[src/rtl/uart_pkg.sv]
// ---------------------------------------------------------------------------
// uart_pkg
// Shared definitions for the UART receiver slice.
//   rx_state_e  : receiver FSM state encoding (IDLE, START, DATA, STOP)
//   OVERSAMPLE  : ticks per serial bit period (16x oversampling)
// ---------------------------------------------------------------------------
package uart_pkg;

  typedef enum logic [1:0] {
    ST_IDLE  = 2'd0,
    ST_START = 2'd1,
    ST_DATA  = 2'd2,
    ST_STOP  = 2'd3
  } rx_state_e;

  localparam int unsigned OVERSAMPLE = 16;

endpackage

[src/rtl/uart_rx_if.sv]
// ---------------------------------------------------------------------------
// uart_rx_if
// Read side of the UART receive buffer.
//   rd_en_i  : pop request (driven by the consumer)
//   dout_o   : popped word, valid the cycle after an accepted pop
//   empty_o  : buffer empty
//   full_o   : buffer full
// Modports:
//   master : consumer of received bytes
//   slave  : the uart_rx block
// ---------------------------------------------------------------------------
interface uart_rx_if #(
  parameter int DATA_WIDTH = 8
) ();

  logic                  rd_en_i;
  logic [DATA_WIDTH-1:0] dout_o;
  logic                  empty_o;
  logic                  full_o;

  modport master (
    output rd_en_i,
    input  dout_o,
    input  empty_o,
    input  full_o
  );

  modport slave (
    input  rd_en_i,
    output dout_o,
    output empty_o,
    output full_o
  );

endinterface

[src/rtl/wrap_around_fifo.sv]
// ---------------------------------------------------------------------------
// wrap_around_fifo
// Synchronous FIFO using pointers with one extra wrap bit, so full and empty
// are told apart without an occupancy counter. DEPTH must be a power of 2.
// Ports:
//   clk_i, rst_ni      : clock, asynchronous active-low reset
//   wr_en_i, wr_data_i : push request and data (ignored while full)
//   rd_en_i            : pop request (ignored while empty)
//   rd_data_o          : popped word, registered, valid the cycle after pop
//   empty_o, full_o    : status flags
// ---------------------------------------------------------------------------
module wrap_around_fifo #(
  parameter int DEPTH = 16,
  parameter int WIDTH = 8
) (
  input  logic             clk_i,
  input  logic             rst_ni,
  input  logic             wr_en_i,
  input  logic [WIDTH-1:0] wr_data_i,
  input  logic             rd_en_i,
  output logic [WIDTH-1:0] rd_data_o,
  output logic             empty_o,
  output logic             full_o
);

  localparam int AW = $clog2(DEPTH);

  logic [WIDTH-1:0] r_mem [DEPTH];
  logic [AW:0]      r_wptr;
  logic [AW:0]      r_rptr;
  logic [WIDTH-1:0] r_rd_data;
  logic             w_empty;
  logic             w_full;
  logic             w_do_wr;
  logic             w_do_rd;

  // Same index with differing wrap bits means the writer is a full lap ahead.
  assign w_empty = (r_wptr == r_rptr);
  assign w_full  = (r_wptr[AW] != r_rptr[AW]) &&
                   (r_wptr[AW-1:0] == r_rptr[AW-1:0]);
  assign w_do_wr = wr_en_i & ~w_full;
  assign w_do_rd = rd_en_i & ~w_empty;

  // Storage carries no reset; only pointers define valid contents.
  always_ff @(posedge clk_i) begin
    if (w_do_wr) begin
      r_mem[r_wptr[AW-1:0]] <= wr_data_i;
    end
  end

  always_ff @(posedge clk_i or negedge rst_ni) begin
    if (!rst_ni) begin
      r_wptr    <= '0;
      r_rptr    <= '0;
      r_rd_data <= '0;
    end else begin
      if (w_do_wr) begin
        r_wptr <= r_wptr + 1'b1;
      end
      if (w_do_rd) begin
        r_rptr    <= r_rptr + 1'b1;
        r_rd_data <= r_mem[r_rptr[AW-1:0]];
      end
    end
  end

  assign rd_data_o = r_rd_data;
  assign empty_o   = w_empty;
  assign full_o    = w_full;

endmodule

[src/rtl/uart_rx.sv]
// ---------------------------------------------------------------------------
// uart_rx
// 16x oversampling UART receiver (8N1-style framing, DATA_WIDTH data bits,
// LSB first) feeding a receive FIFO.
// Ports:
//   clk_i       : clock, all logic on rising edge
//   rst_ni      : asynchronous active-low reset
//   rx_en_i     : enables start-bit detection; a frame in flight completes
//   rx_bit_i    : asynchronous serial line, idle high
//   rx_if       : buffer read side (rd_en_i, dout_o, empty_o, full_o)
//   frame_err_o : one-cycle pulse when the stop bit is sampled low
//   overrun_o   : one-cycle pulse when a good frame is dropped (buffer full)
// Configuration:
//   UART_RX_FRAME_ERR_EN defined   : low stop bit -> frame_err_o, no push
//   UART_RX_FRAME_ERR_EN undefined : frame_err_o tied 0, frame pushed anyway
// DATA_WIDTH must be a power of 2 and at least 2.
// ---------------------------------------------------------------------------
module uart_rx
  import uart_pkg::*;
#(
  parameter int CLK_FREQ   = 50_000_000,
  parameter int BAUD_RATE  = 115_200,
  parameter int DATA_WIDTH = 8,
  parameter int FIFO_DEPTH = 16
) (
  input  logic       clk_i,
  input  logic       rst_ni,
  input  logic       rx_en_i,
  input  logic       rx_bit_i,
  uart_rx_if.slave   rx_if,
  output logic       frame_err_o,
  output logic       overrun_o
);

  localparam int OS_DIV = CLK_FREQ / (OVERSAMPLE * BAUD_RATE);
  localparam int TCW    = $clog2(OS_DIV) + 1;
  localparam int SCW    = $clog2(OVERSAMPLE);
  localparam int BCW    = $clog2(DATA_WIDTH) + 1;

  logic                  r_sync1;
  logic                  r_sync2;
  logic                  w_line;
  logic [TCW-1:0]        r_tick_cnt;
  logic                  w_tick;

  rx_state_e             r_state;
  rx_state_e             w_state_nxt;
  logic [SCW-1:0]        r_samp_cnt;
  logic [SCW-1:0]        w_samp_nxt;
  logic [BCW-1:0]        r_bit_cnt;
  logic [BCW-1:0]        w_bit_nxt;
  logic [DATA_WIDTH-1:0] r_shift;
  logic [DATA_WIDTH-1:0] w_shift_nxt;
  logic                  w_done;

  logic                  w_push_req;
  logic                  w_wr_en;
  logic                  r_overrun;

  // Two-flop synchronizer; resets to the idle (high) line level.
  always_ff @(posedge clk_i or negedge rst_ni) begin
    if (!rst_ni) begin
      r_sync1 <= 1'b1;
      r_sync2 <= 1'b1;
    end else begin
      r_sync1 <= rx_bit_i;
      r_sync2 <= r_sync1;
    end
  end

  assign w_line = r_sync2;

  // Free-running oversample tick; the FSM never re-phases it, which bounds
  // the sample-point jitter to one tick period.
  assign w_tick = (r_tick_cnt == TCW'(OS_DIV - 1));

  always_ff @(posedge clk_i or negedge rst_ni) begin
    if (!rst_ni) begin
      r_tick_cnt <= '0;
    end else if (w_tick) begin
      r_tick_cnt <= '0;
    end else begin
      r_tick_cnt <= r_tick_cnt + 1'b1;
    end
  end

  always_ff @(posedge clk_i or negedge rst_ni) begin
    if (!rst_ni) begin
      r_state    <= ST_IDLE;
      r_samp_cnt <= '0;
      r_bit_cnt  <= '0;
      r_shift    <= '0;
    end else begin
      r_state    <= w_state_nxt;
      r_samp_cnt <= w_samp_nxt;
      r_bit_cnt  <= w_bit_nxt;
      r_shift    <= w_shift_nxt;
    end
  end

  always_comb begin
    w_state_nxt = r_state;
    w_samp_nxt  = r_samp_cnt;
    w_bit_nxt   = r_bit_cnt;
    w_shift_nxt = r_shift;
    w_done      = 1'b0;

    unique case (r_state)
      ST_IDLE: begin
        if (rx_en_i && !w_line) begin
          w_state_nxt = ST_START;
          w_samp_nxt  = '0;
        end
      end

      // Re-check the line half a bit in; a high line here was a glitch.
      ST_START: begin
        if (w_tick) begin
          if (w_samp_nxt == SCW'(OVERSAMPLE / 2 - 1) && r_samp_cnt == SCW'(OVERSAMPLE / 2 - 1)) begin
            if (!w_line) begin
              w_state_nxt = ST_DATA;
              w_samp_nxt  = '0;
              w_bit_nxt   = '0;
            end else begin
              w_state_nxt = ST_IDLE;
              w_samp_nxt  = '0;
            end
          end else begin
            w_samp_nxt = r_samp_cnt + 1'b1;
          end
        end
      end

      // Sample points sit one full bit apart, i.e. mid-bit after START.
      ST_DATA: begin
        if (w_tick) begin
          if (r_samp_cnt == SCW'(OVERSAMPLE - 1)) begin
            w_samp_nxt  = '0;
            w_shift_nxt = {w_line, r_shift[DATA_WIDTH-1:1]};
            if (r_bit_cnt == BCW'(DATA_WIDTH - 1)) begin
              w_state_nxt = ST_STOP;
              w_bit_nxt   = '0;
            end else begin
              w_bit_nxt = r_bit_cnt + 1'b1;
            end
          end else begin
            w_samp_nxt = r_samp_cnt + 1'b1;
          end
        end
      end

      ST_STOP: begin
        if (w_tick) begin
          if (r_samp_cnt == SCW'(OVERSAMPLE - 1)) begin
            w_done      = 1'b1;
            w_state_nxt = ST_IDLE;
            w_samp_nxt  = '0;
          end else begin
            w_samp_nxt = r_samp_cnt + 1'b1;
          end
        end
      end

      default: begin
        w_state_nxt = ST_IDLE;
      end
    endcase
  end

`ifdef UART_RX_FRAME_ERR_EN
  logic r_frame_err;

  assign w_push_req = w_done & w_line;

  always_ff @(posedge clk_i or negedge rst_ni) begin
    if (!rst_ni) begin
      r_frame_err <= 1'b0;
    end else begin
      r_frame_err <= w_done & ~w_line;
    end
  end

  assign frame_err_o = r_frame_err;
`else
  assign w_push_req  = w_done;
  assign frame_err_o = 1'b0;
`endif

  // A frame arriving while full is dropped; the FIFO contents stay intact.
  assign w_wr_en = w_push_req & ~rx_if.full_o;

  always_ff @(posedge clk_i or negedge rst_ni) begin
    if (!rst_ni) begin
      r_overrun <= 1'b0;
    end else begin
      r_overrun <= w_push_req & rx_if.full_o;
    end
  end

  assign overrun_o = r_overrun;

  wrap_around_fifo #(
    .DEPTH (FIFO_DEPTH),
    .WIDTH (DATA_WIDTH)
  ) u_fifo (
    .clk_i     (clk_i),
    .rst_ni    (rst_ni),
    .wr_en_i   (w_wr_en),
    .wr_data_i (r_shift),
    .rd_en_i   (rx_if.rd_en_i),
    .rd_data_o (rx_if.dout_o),
    .empty_o   (rx_if.empty_o),
    .full_o    (rx_if.full_o)
  );

endmodule

[src/flat_wrapper.sv]
// flat-port wrapper written by rule: the top's interface ports become plain ports
module uart_rx_flat import uart_pkg::*;
#(
  parameter int CLK_FREQ   = 50_000_000,
  parameter int BAUD_RATE  = 115_200,
  parameter int DATA_WIDTH = 8,
  parameter int FIFO_DEPTH = 16
)
  (clk_i, rst_ni, rx_en_i, rx_bit_i, frame_err_o, overrun_o, rx_if_rd_en_i, rx_if_dout_o, rx_if_empty_o, rx_if_full_o);
  uart_rx_if #(.DATA_WIDTH(DATA_WIDTH)) rx_if_i ();
  input  logic clk_i;
  input  logic rst_ni;
  input  logic rx_en_i;
  input  logic rx_bit_i;
  output logic frame_err_o;
  output logic overrun_o;
  input wire logic [$bits(rx_if_i.rd_en_i)-1:0] rx_if_rd_en_i;
  output wire logic [$bits(rx_if_i.dout_o)-1:0] rx_if_dout_o;
  output wire logic [$bits(rx_if_i.empty_o)-1:0] rx_if_empty_o;
  output wire logic [$bits(rx_if_i.full_o)-1:0] rx_if_full_o;
  assign rx_if_i.rd_en_i = rx_if_rd_en_i;
  assign rx_if_dout_o = rx_if_i.dout_o;
  assign rx_if_empty_o = rx_if_i.empty_o;
  assign rx_if_full_o = rx_if_i.full_o;
  uart_rx #(.CLK_FREQ(CLK_FREQ), .BAUD_RATE(BAUD_RATE), .DATA_WIDTH(DATA_WIDTH), .FIFO_DEPTH(FIFO_DEPTH)) u_core (.clk_i(clk_i), .rst_ni(rst_ni), .rx_en_i(rx_en_i), .rx_bit_i(rx_bit_i), .rx_if(rx_if_i), .frame_err_o(frame_err_o), .overrun_o(overrun_o));
endmodule
[config.mk]
export PLATFORM = sky130hd
export DESIGN_NAME = uart_rx_flat
export DESIGN_NICKNAME = d
export VERILOG_FILES = /design/src/rtl/uart_pkg.sv /design/src/rtl/uart_rx_if.sv /design/src/rtl/wrap_around_fifo.sv /design/src/rtl/uart_rx.sv /design/src/flat_wrapper.sv
export SDC_FILE = /design/constraint.sdc
export NUM_CORES = 1
export LEC_CHECK = 0
export ABC_AREA = 1
export CAP_MARGIN = 20
export CORE_MARGIN = 2
export CORE_UTILIZATION = 49
export CTS_CLUSTER_SIZE = 16
export DETAILED_ROUTE_END_ITERATION = 12
export HOLD_SLACK_MARGIN = 0.05
export PLACE_DENSITY_LB_ADDON = 0.3
export SYNTH_ARGS = -nofsm -noshare
export SYNTH_HDL_FRONTEND = slang
export SYNTH_SLANG_ARGS = --single-unit
export TNS_END_PERCENT = 5
[constraint.sdc]
create_clock -name clk_i -period 5.6 [get_ports clk_i]
set_input_delay 1.12 -clock clk_i [delete_from_list [all_inputs] [get_ports clk_i]]
set_output_delay 1.12 -clock clk_i [all_outputs]
set_load 0.03 [all_outputs]
==> reports/summary.txt, run 1 <==
Max Root-Sink Buffers = 2
Dpl cells = 1048
CP Launch Type = flop
Crit. End Element = primary output
Synth Area in Compound Gates = 1.27%
Multi-input gate area = 2190 sq um
Leakage = 4.10 nW
Routed vias = 5425
Die extent in x = 131 microns
CP Max Fanout = 66
Reg area = 4970 sq um
Combinational family with the most area after synthesis = simple AND/OR/NAND/NOR gates
Number of I/O pins = 17
Vias/cell = 5.00
Non-filler cells, final = 1084
# setup viols final = 0
Core area = 15800 sq um
CP Class = reg -> out
Req. time, crit path = 4.48 ns
Clk sink count = 173
Simple-Gate Fraction of Synth Area = 23.6%
Die ar. = 17100 sq um
Yosys reg bits = 173
Mapped Nets = 857
Fin. Hold Viols = 0
Setup Skew = 0.0124 ns
Clock-pin slew on the worst setup and hold paths = 0.07 ns
Filler Cell Count = 1359
Pwr Density = 289 nW/um^2
Worst min path class = reg -> reg
Row cnt = 46
Clock root cell = clkbuf_16
Worst setup margin = 1.75 ns
Ant. Diodes = 0
Library cells used by synthesis = 29
Fraction of layout cells with a size suffix above 1 = 7.49%
# hold bufs at CTS = 0
Most common cell after layout, fill and taps aside = nand2_1
CTS tree = done
Inserted Clock Buffers = 17
First-pass GRT wire length = 26.6 mm
RSZ-0062 raised after global routing = false
Synthesized area = 7890 sq um
Worst slew margin = 28.5%
Drt total wl = 16.9 mm
Final nets = 869
Synth Area in Adders = 1.43%
PortBufs = 15
Starting DRC count in detailed routing = 570
Total of max-cap violations = 0
Max-slew violation count = 0
Postcts setup bufs = 0
Wire per inst = 15.6 microns
H-tree Lvls = 4
Mean Syn Cell Area = 9.36 sq um
YS warnings = 0
Die height = 131 microns
Post-route ant nets = 0
Sequential share of the synthesized area = 63.0%
Total Routing Usage GR = 21.2%
Most frequent cells in the layout = nand2_1 (294), inv_1 (144), edfxtp_1 (128)
Starting Density = 49.9%
Remaining DRCs = 0
Clk_lat worst skew = 0.43 ns
Post-synthesis cell count = 843
Overall power = 0.00254 W
Setup TNS = 0 ns
Largest net degree at the start of global routing = 69
Crit share post-route = 68.7%
Global route overflow = 0
Worst IR Drop VDD = 0.215 mV
Via count of the first global-routing pass = 5121
Run status = finished clean
Worst EP arrival = 2.73 ns
Gpl congestion = 0.851
P&R area growth vs syn = 11.7%
Initial antenna violation count = 0
Final critical-path required period = 3.85 ns
Least-Margin Pin Slew = 1.06 ns
Detailed Place HPWL = 10.7 mm
Highest clock rate = 260 MHz
Pre-antenna DRT Iters = 9
PostCTS Resize Cnt = 0
Place WS = 2.25 ns
Mux share of post-synthesis cell area = 0%
XOR/XNOR Fraction of Synth Area = 1.44%
power breakdown:
group / leakage (nW) / switching [W] / internal, W
combinational: 2.36 / 0.00000836 / 0.00000387
sequential: 1.47 / 0.000000296 / 0.00136
clock: 0.278 / 0.000505 / 0.000662
final cells by class:
class                           instances  area share (%)
Inverter                              158            6.73
Sequential cell                       173            56.4
Clock inverter                         15            1.86
Tap cell                              216            3.07
Clock buffer                           17            4.83
Multi-Input combinational cell        484            24.8
Timing Repair Buffer                   21            2.24
metrics by stage:
step | utilization (%) | area (sq um) | hold WS [ns]
5_1_grt | 55.7 | 8810 | 0.359
3_5_place_dp | 51.7 | 8190 | 0.347
2_1_floorplan | - | 7890 | 0.345
4_1_cts | 55.4 | 8780 | 0.355
6_report | 55.7 | 8810 | 0.358
3_3_place_gp | 51.7 | 8190 | 0.346
routing by layer:
metal	global-route usage, %	wire length (microns)	share of wire, %
met5	0	0	0
met4	7.38	329	1.9
met3	5.33	1350	8.0
met2	33.5	7930	47
met1	28.7	7310	43
worst max-delay path, cell delays in order, from the launching register on:
cell and delay, ns:
dfrtp_2 0.42, inv_2 0.75, nand2_1 0.12, nand2_1 0.11, nor2_1 0.07, nand3_2 0.18
inv_2 0.04, clkdlybuf4s50_1 0.58
synth_stat cells:
master / number / area [sq um]
buf_2: 14 / 70.1
nor3_1: 15 / 75.1
xnor2_1: 5 / 43.8
nor3b_1: 1 / 7.51
clkinv_1: 1 / 3.75
o21ai_1: 13 / 65.1
nor3_2: 1 / 10.0
inv_2: 13 / 48.8
nor3_4: 1 / 16.3
a21oi_1: 4 / 20.0
nand4_1: 2 / 12.5
nand3_1: 99 / 495
conb_1: 1 / 3.75
buf_4: 4 / 30.0
nand4_2: 1 / 12.5
clkbuf_1: 7 / 26.3
o21ai_0: 3 / 15.0
dfrtp_1: 43 / 1080
xor2_1: 8 / 70.1
nand3_2: 2 / 20.0
ha_1: 9 / 113
nor2_1: 20 / 75.1
inv_1: 144 / 541
dfstp_2: 2 / 52.6
buf_1: 3 / 11.3
nand2_1: 294 / 1100
nand2_2: 2 / 12.5
nor2_2: 3 / 18.8
edfxtp_1: 128 / 3840
worst paths after layout:
check / slack (ns) / to / start / depth (start not counted)
worst min-delay path: 0.36 / u_core.r_sync2 / u_core.r_sync1 / 0
min in group asynchronous: 0.55 / u_core.u_fifo.rd_data_o[4] / rst_ni / 1
worst max register to register: 2.17 / u_core.u_fifo.r_mem[4][2] / u_core.u_fifo.r_rptr[0] / 7
worst max-delay path: 1.75 / rx_if_full_o / u_core.u_fifo.r_rptr[0] / 7
worst min register to register: 0.36 / u_core.r_sync2 / u_core.r_sync1 / 0
max in group asynchronous: 4.51 / u_core.r_sync1 / rst_ni / 2
registers in the layout (all words and copies together), names as in the netlist, named ones only:
register,cells
u_core.u_fifo.rd_data_o,8
u_core.overrun_o,1
u_core.u_fifo.r_rptr,5
u_core.r_tick_cnt,6
u_core.r_state,1
u_core.u_fifo.r_wptr,5
u_core.r_bit_cnt,4
u_core.r_sync1,1
u_core.u_fifo.r_mem,128
u_core.r_samp_cnt,4
u_core.r_shift,8
u_core.r_sync2,1
cell families (layout without fill, tap and decap cells):
family | count (synthesis) | in the layout
compound gates | 20 | 20
xor+xnor | 13 | 13
fa+ha+maj | 9 | 9
buf+inv | 186 | 211
flops | 173 | 173
other cells | 1 | 1
simple gates | 441 | 441
Power figures use the tool's default switching activity.
==> run 2: changes to the inputs <==
==> constraint.sdc (replaced) <==
create_clock -name clk_i -period 4 [get_ports clk_i]
set_input_delay 0.8 -clock clk_i [delete_from_list [all_inputs] [get_ports clk_i]]
set_output_delay 0.8 -clock clk_i [all_outputs]
set_load 0.03 [all_outputs]
==> run 2 against run 1 <==
Effect of this change: utilization rose by 0.13 points; sequential power rose by 40%; sequential share of layout area fell by 0.13 points; final cell count rose by 0.65%; worst hold slack improved by 0.0016 ns; clock power rose by 35%; wire length fell by 1.2%; final area rose by 0.23%; via count fell by 0.79%; non-clock buffer count rose by 7; global-route usage fell by 0.37 points; critical path type unchanged.
==> reports/summary.txt, run 2 (same netlist as run 1, synthesis figures left out) <==
R2R setup slack = 1.22 ns (was 2.17 ns)
Reg2reg start = u_core.u_fifo.r_rptr[2] (was u_core.u_fifo.r_rptr[0])
# hold bufs at CTS = 0 (unchanged)
Dpl cells = 1059 (was 1048)
Fraction of layout cells with a size suffix above 1 = 8.11% (was 7.49%)
Worst IR Drop VDD = 0.320 mV (was 0.215 mV)
Via count of the first global-routing pass = 5058 (was 5121)
CP Launch Type = flop (unchanged)
Internal = 0.00278 W (was 0.00203 W)
Clk sink count = 173 (unchanged)
Final nets = 876 (was 869)
Req. time, crit path = 3.20 ns (was 4.48 ns)
Global route overflow = 0 (unchanged)
P&R area growth vs syn = 11.9% (was 11.7%)
Initial antenna violation count = 0 (unchanged)
Inserted Clock Buffers = 17 (unchanged)
Pre-antenna DRT Iters = 5 (was 9)
Drt total wl = 16.7 mm (was 16.9 mm)
Clock-pin slew on the worst setup and hold paths = 0.07 ns (about the same)
Crit. End Element = primary output (unchanged)
Post-route cell area = 8830 sq um (was 8810 sq um)
Starting DRC count in detailed routing = 509 (was 570)
# setup viols final = 0 (unchanged)
Gpl congestion = 0.867 (was 0.851)
Run status = finished clean (unchanged)
CP Max Fanout = 15 (was 66)
Crit path from = u_core.u_fifo.r_rptr[2] (was u_core.u_fifo.r_rptr[0])
Most common cell after layout, fill and taps aside = nand2_1 (unchanged)
PostCTS Resize Cnt = 0 (unchanged)
Max-slew violation count = 0 (unchanged)
Gate power share = 0.5% (about the same)
Total Routing Usage GR = 20.8% (was 21.2%)
Clock root cell = clkbuf_16 (unchanged)
Crit share post-route = 80.8%
H-tree Lvls = 4 (unchanged)
Core area = 15800 sq um (unchanged)
Fin. Hold Viols = 0 (unchanged)
Postcts setup bufs = 0 (unchanged)
Starting Density = 49.9% (unchanged)
Most frequent cells in the layout = nand2_1 (294), inv_1 (144), edfxtp_1 (128) (unchanged)
Detailed Place HPWL = 10.3 mm (was 10.7 mm)
Row cnt = 46 (unchanged)
Worst EP arrival = 2.43 ns (was 2.73 ns)
Pwr Density = 397 nW/um^2 (was 289 nW/um^2)
Ant. Diodes = 0 (unchanged)
Reg2Reg Depth = 5 (was 7)
CTS tree = done (unchanged)
Non-filler cells, final = 1091 (was 1084)
CP Class = reg -> out (unchanged)
Cells on Worst Hold Path = 0 (unchanged)
RSZ-0062 raised after global routing = false (unchanged)
Post-DP Area = 8270 sq um (was 8190 sq um)
Routed vias = 5382 (was 5425)
Sw power = 0.000728 W (was 0.000514 W)
Post-route ant nets = 0 (unchanged)
Worst slew margin = 31.4% (was 28.5%)
Highest clock rate = 309 MHz
First-pass GRT wire length = 26.1 mm (was 26.6 mm)
PortBufs = 15 (unchanged)
Die extent in x = 131 microns (unchanged)
Sw Share = 20.8% (was 20.2%)
FF-to-FF End = u_core.u_fifo.r_mem[6][2] (was u_core.u_fifo.r_mem[4][2])
Worst min path class = reg -> reg (unchanged)
Leakage = 4.13 nW (was 4.10 nW)
Setup TNS = 0 ns (unchanged)
Hold Path End = u_core.r_sync2 (unchanged)
Largest net degree at the start of global routing = 68 (was 69)
Clock power frac = 45.1% (was 45.9%)
Hold Path Origin = u_core.r_sync1 (unchanged)
Setup Skew = 0.0108 ns (was 0.0124 ns)
Number of I/O pins = 17 (unchanged)
Sequential Power Share = 54.4% (was 53.6%)
Max Root-Sink Buffers = 2 (unchanged)
Remaining DRCs = 0 (unchanged)
Total of max-cap violations = 0 (unchanged)
Wire per inst = 15.3 microns (was 15.6 microns)
Vias/cell = 4.93 (was 5.00)
Die height = 131 microns (unchanged)
Die ar. = 17100 sq um (unchanged)
Least-Margin Pin Slew = 1.02 ns (was 1.06 ns)
Clk_lat worst skew = 0.43 ns (about the same)
Final critical-path required period = 3.23 ns
Number of flip-flops in the largest register = 128 (unchanged)
==> run 2: cell count changes in the layout (fill, tap and decap cells not counted), sizes merged <==
cell	change
clkinvlp	-1
inv	+2
clkinv	-1
buf	+8
bufinv	-1
==> run 2: critical path, cell delays in order (launching register included) <==
cell             delay, ns
dfrtp_1               0.58
xor2_1                0.24
nor2_1                0.21
nand3_2               0.23
inv_2                 0.08
clkdlybuf4s50_1       0.66
==> run 2: metal layers <==
layer | routed length [microns] | part of all wire [%] | vias up | track usage [%]
met2 | 8220 | 49 | 132 | 33.4
li1 | - | - | 2690 | -
met3 | 747 | 4.5 | 25 | 4.48
met5 | 0 | 0 | - | 0
met4 | 411 | 2.5 | 0 | 9.64
met1 | 7350 | 44 | 2535 | 27.3
==> run 2: worst max path at each step <==
stage | endpoint | slack (ns) | cells past startpoint
2_1_floorplan | u_core.u_fifo.r_mem[10][0] | 1.75 | 8
3_3_place_gp | rx_if_full_o | 1.28 | 5
3_5_place_dp | u_core.u_fifo.r_mem[6][5] | 1.23 | 7
4_1_cts | rx_if_full_o | 0.77 | 5
5_1_grt | rx_if_full_o | 0.65 | 5
6_report | rx_if_full_o | 0.77 | 5
==> run 2: final cells by class <==
class / count / area, sq um
clock buffer: 18 / 429
clock inverter: 14 / 135
fill: 1377 / 6990
inverter: 158 / 593
multi-input combinational: 484 / 2190
sequential: 173 / 4970
tap: 216 / 270
timing repair buffer: 28 / 243
==> run 2: stage by stage <==
stage	power [W]	setup WS, ns	hold WS, ns	util (%)
4_1_cts	0.00353	0.771	0.362	55.8
5_1_grt	0.00359	0.651	0.363	55.8
6_report	0.00351	0.767	0.359	55.8
2_1_floorplan	0.00195	1.75	0.345	-
3_5_place_dp	0.00196	1.23	0.350	52.2
3_3_place_gp	0.00196	1.28	0.347	52.2
==> run 2: power by group through the flow <==
stage	combinational, W	clock, W	sequential (W)
floorplan	0.00000330	0	0.00195
global placement	0.0000167	0	0.00195
detailed placement	0.0000169	0	0.00195
CTS	0.0000171	0.00161	0.00191
global route	0.0000188	0.00167	0.00191
finish	0.0000162	0.00158	0.00191
